## src/rtl/regfile_bypass.sv

```systemverilog
// regfile_bypass: multi-ported register file with byte-lane masked writes,
// optional same-cycle write-to-read forwarding and a per-register busy
// scoreboard used by decode to detect pending producers.
module regfile_bypass #(
  parameter int WIDTH  = 16,
  parameter int NREGS  = 8,
  parameter int AW     = 3,
  parameter int BYPASS = 1
) (
  input  logic               clk,
  input  logic               reset,
  input  logic [AW-1:0]      raddr1,
  input  logic [AW-1:0]      raddr2,
  output logic [WIDTH-1:0]   rdata1,
  output logic [WIDTH-1:0]   rdata2,
  output logic               busy1,
  output logic               busy2,
  input  logic               we,
  input  logic [AW-1:0]      waddr,
  input  logic [WIDTH/8-1:0] wbe,
  input  logic [WIDTH-1:0]   wdata,
  input  logic               issue,
  input  logic [AW-1:0]      issue_addr
);

  localparam int NLANES = WIDTH / 8;
  localparam bit BYP_EN = (BYPASS != 0);

  // Architectural state and its next-state values
  logic [WIDTH-1:0] mem_q [NREGS];
  logic [WIDTH-1:0] mem_d [NREGS];
  logic [NREGS-1:0] busy_q;
  logic [NREGS-1:0] busy_d;

  // Bit-level write mask expanded from the byte-lane enables
  logic [WIDTH-1:0] lane_mask;

  // One-hot write / issue decode; out-of-range addresses match nothing,
  // which is what makes writes and issues to them harmless no-ops.
  logic [NREGS-1:0] wr_sel;
  logic [NREGS-1:0] iss_sel;

  for (genvar gi = 0; gi < NLANES; gi++) begin : g_lane
    assign lane_mask[8*gi +: 8] = {8{wbe[gi]}};
  end

  for (genvar gi = 0; gi < NREGS; gi++) begin : g_dec
    assign wr_sel[gi]  = we    && (waddr      == AW'(gi));
    assign iss_sel[gi] = issue && (issue_addr == AW'(gi));
  end

  // Next state: merge enabled lanes on write; a new issue outranks a
  // retiring write to the same register, so set wins over clear.
  always_comb begin
    for (int i = 0; i < NREGS; i++) begin
      mem_d[i]  = mem_q[i];
      busy_d[i] = busy_q[i];
      if (wr_sel[i]) begin
        mem_d[i]  = (mem_q[i] & ~lane_mask) | (wdata & lane_mask);
        busy_d[i] = 1'b0;
      end
      if (iss_sel[i]) begin
        busy_d[i] = 1'b1;
      end
    end
  end

  // State register; reset overrides any write or issue in the same cycle
  always_ff @(posedge clk) begin
    if (reset) begin
      for (int i = 0; i < NREGS; i++) begin
        mem_q[i] <= '0;
      end
      busy_q <= '0;
    end else begin
      mem_q  <= mem_d;
      busy_q <= busy_d;
    end
  end

  // Read ports: both share the same structure, gathered into small arrays
  logic [AW-1:0]    raddr_p [2];
  logic [WIDTH-1:0] rdata_p [2];
  logic             busy_p  [2];

  assign raddr_p[0] = raddr1;
  assign raddr_p[1] = raddr2;

  for (genvar gi = 0; gi < 2; gi++) begin : g_rd
    logic [WIDTH-1:0] stored;
    logic             stored_busy;
    logic             addr_ok;
    logic             fwd;
    logic [WIDTH-1:0] rdata_c;
    logic             busy_c;

    // Asynchronous lookup; an address past the last register reads as zero
    always_comb begin
      stored      = '0;
      stored_busy = 1'b0;
      addr_ok     = 1'b0;
      for (int i = 0; i < NREGS; i++) begin
        if (raddr_p[gi] == AW'(i)) begin
          stored      = mem_q[i];
          stored_busy = busy_q[i];
          addr_ok     = 1'b1;
        end
      end
    end

    // Forwarding: present exactly the value the register will hold after
    // this edge, and report it not busy since the operand is available now.
    // A simultaneous issue to the same register only shows up next cycle.
    always_comb begin
      fwd     = BYP_EN && addr_ok && we && (waddr == raddr_p[gi]);
      rdata_c = stored;
      busy_c  = stored_busy;
      if (fwd) begin
        rdata_c = (stored & ~lane_mask) | (wdata & lane_mask);
        busy_c  = 1'b0;
      end
    end

    assign rdata_p[gi] = rdata_c;
    assign busy_p[gi]  = busy_c;
  end

  assign rdata1 = rdata_p[0];
  assign rdata2 = rdata_p[1];
  assign busy1  = busy_p[0];
  assign busy2  = busy_p[1];

endmodule

```

## config.mk

```make
export PLATFORM = sky130hd
export DESIGN_NAME = regfile_bypass
export DESIGN_NICKNAME = d
export VERILOG_FILES = /design/src/rtl/regfile_bypass.sv
export SDC_FILE = /design/constraint.sdc
export NUM_CORES = 1
export LEC_CHECK = 0
export ABC_AREA = 0
export BUFFER_PORTS_ARGS = -buffer_cell sky130_fd_sc_hd__buf_2
export CAP_MARGIN = 25
export CORE_MARGIN = 2
export CORE_UTILIZATION = 65
export CTS_CLUSTER_DIAMETER = 30
export CTS_CLUSTER_SIZE = 30
export DETAILED_ROUTE_END_ITERATION = 12
export PLACE_DENSITY_LB_ADDON = 0.05
export SYNTH_ARGS = -nofsm -noshare
export SYNTH_HDL_FRONTEND = slang
export SYNTH_SLANG_ARGS = --single-unit
```

## constraint.sdc

```tcl
create_clock -name clk -period 3.2 [get_ports clk]
set_clock_uncertainty 0.2 [all_clocks]
set_input_delay 0.64 -clock clk [delete_from_list [all_inputs] [get_ports clk]]
set_output_delay 0.64 -clock clk [all_outputs]
set_load 0.02 [all_outputs]
```

==> flow_summary.ini <==
[outcome]
status = finished, final reports clean

[cts]
cts.clk_slew.worst_paths_ps = 60
clock_latency_ps = 420
cts-resized-gates = 0
post-cts-setup-buffer-count = 0
cts_sinks = 136
ctsHoldBuffers = 0
cts_htree_levels = 4
cts_buffer_depth = 2
cts_buffers = 17
cts_tree = built
cts_root_buf = clkbuf_16

[die]
die_w_um = 119
rows = 42
start_util_pct = 66.0
fp.dieArea_um2 = 14300
die_h_um = 119
io_pins = 68
core_um2 = 13100

[critical_path]
cp_max_fo = 12
cp_data_required_time_ps = 2360
worst_path_most_repeated_cell = buf_2
path_class = input pin to output port
r2r_slack_ps = 2230
max_stage_delay_ps = 320
r2r_cells = 2
cp_cell_sequence = buf_2, nand2b_1, buf_4, nor2_1, a21oi_1, o31ai_1, buf_2
cp-end-kind = output port
cp-start-kind = input pin
worstPathArrival_ps = 2230
critPathTopFamily = buffers and inverters
critPathBufInv = 3
cp_slowest_cell = nand2b_1

[min_path]
min_path_type = flop to flop
hold_depth = 2

[routing]
dr_wl_met3_um = 1970
wirelength_um = 25800
route.met2.wl_um = 12700
top_layer = met4
vias = 8232
ant_nets = 0
m1WireLength_um = 10200
first_pass_iters = 5
via_per_inst = 6.35
wl_per_cell_um = 19.9
drc = 0
dr.first_iter.drc_count = 1001

[power_and_ir_drop]
leakagePower_nw = 3.75
power.total_mw = 4.47
vdd_drop_max_v = 0.000351
pwr_density_cell_nw_per_um2 = 463

[place]
dp_hpwl_um = 17200
io_buffers = 67
place_area_um2 = 9040
dp_slack_ps = 154
place_congestion = 0.882

[synth]
synth_seq_area_share_pct = 31.4
ys_seq_elements = 136
synth_edf_count = 0
syn_area_per_cell_um2 = 8.03
synthCells = 1079
syn_nets = 1113
async_flop_share_pct = 0
syn_area_um2 = 8670
yosysUniqueCellTypes = 45
yosys_warnings = 0
synth-main-ff-cell = dfxtp_1

[sta]
worst_slew_pin_slew_ps = 713
rsz0062_at_grt = no
fin_crit_sh_pct = 96.0
drv_slew = 0
tns_ps = 0
setup_viol = 0
fmax_ghz = 0.326
fin_ws_ps = 128
fin_crit_ps = 3070
maxSlewHeadroom_pct = 52.3
finalHoldViolCount = 0

[cells_and_area]
regArea_um2 = 2720
fillers = 1069
fin_area_um2 = 9650
nNetsFinal = 1141
syn2layout_area_growth_pct = 11.3
final_core_util_pct = 73.4
drive_gt1_share_pct = 18.5
multi_input_area_um2 = 5300
n_antenna_cell = 0

[global_routing]
overflow = 0
grt_max_degree = 71
antenna_found_initial = 0
grt_pass1_vias = 7714
track_usage_pct = 36.9
grt_pass1_wl_um = 41200

[job]
maxCapViolations = 0
==> stage by stage <==
stage | cells | hold WS [ps]
after floorplan | 1079 | 258
after global placement | 1264 | 273
after detailed placement | 1264 | 281
after CTS | 1296 | 289
after global routing | 1296 | 313
final | 1296 | 289
==> worst min-delay path, cell delays in order, from the launching register on <==
cell and delay, ps:
dfxtp_1 310, o21ai_0 70, a21oi_1 60
==> power by group <==
| group | total, mW | switching, mW | internal, mW |
|---|---|---|---|
| sequential | 1.74 | 0.0190 | 1.72 |
| clock | 2.05 | 0.736 | 1.32 |
| combinational | 0.678 | 0.437 | 0.241 |
| total | 4.47 | 1.19 | 3.27 |
==> layer usage <==
metal	vias to the layer above	track usage, %
met3	79	6.90
met1	3867	46.9
met5	-	0
met4	0	14.8
li1	3838	-
met2	448	61.9
==> synth_stat cells, drive strengths merged (32+ instances only) <==
cell type / instances / area (um^2)
dfxtp: 136 / 2720
nor2: 147 / 569
clkbuf: 53 / 229
mux2i: 67 / 671
o31ai: 34 / 295
o21bai: 32 / 240
nor3b: 33 / 253
nand2: 140 / 526
nor2b: 33 / 206
a21oi: 136 / 681
mux4: 32 / 738
buf: 57 / 422
o21ai: 136 / 681
==> final cells by class <==
type                            instances  area share (%)
Multi-Input combinational cell        833            54.9
Clock buffer                           22            4.71
Timing Repair Buffer                  119            8.33
Tap cell                              176            2.28
Sequential cell                       136            28.2
Clock inverter                         10            1.56
==> cell families after synthesis <==
group	synth area share [%]
AO/OA/AOI/OAI	22.7
XOR/XNOR	0.953
multiplexers	16.4
AND/OR/NAND/NOR	21.1
buffers and inverters	7.51
flip-flops	31.4
==> layout by cell type (no fill, tap or decap), types with 2 or more instances in the layout <==
master and instances:
a21oi_1 136, and2b_2 2, buf_12 6, buf_2 66
buf_4 47, bufinv_16 4, clkbuf_1 4, clkbuf_16 17
clkinv_2 6, dfxtp_1 136, mux2i_1 67, mux4_1 4
mux4_2 27, nand2_1 140, nand2b_1 7, nand3_1 4
nor2_1 140, nor2_2 7, nor2b_1 33, nor3b_1 32
nor4_4 4, o211ai_1 3, o21ai_0 134, o21ai_1 2
o21bai_1 32, o31ai_1 26, o31ai_2 8, or3_1 4
xor2_1 2, xor2_2 4
==> how the worst max path moves through the flow <==
stage,from,end,slack [ps],depth (start not counted)
final,raddr2[0],rdata2[9],130,7
after global placement,raddr2[0],rdata2[9],160,7
after CTS,raddr2[0],rdata2[9],150,7
after global routing,raddr2[0],rdata2[9],2,7
after detailed placement,raddr2[0],rdata2[9],150,7
after floorplan,raddr2[1],busy2,330,6
Power figures use the tool's default switching activity.
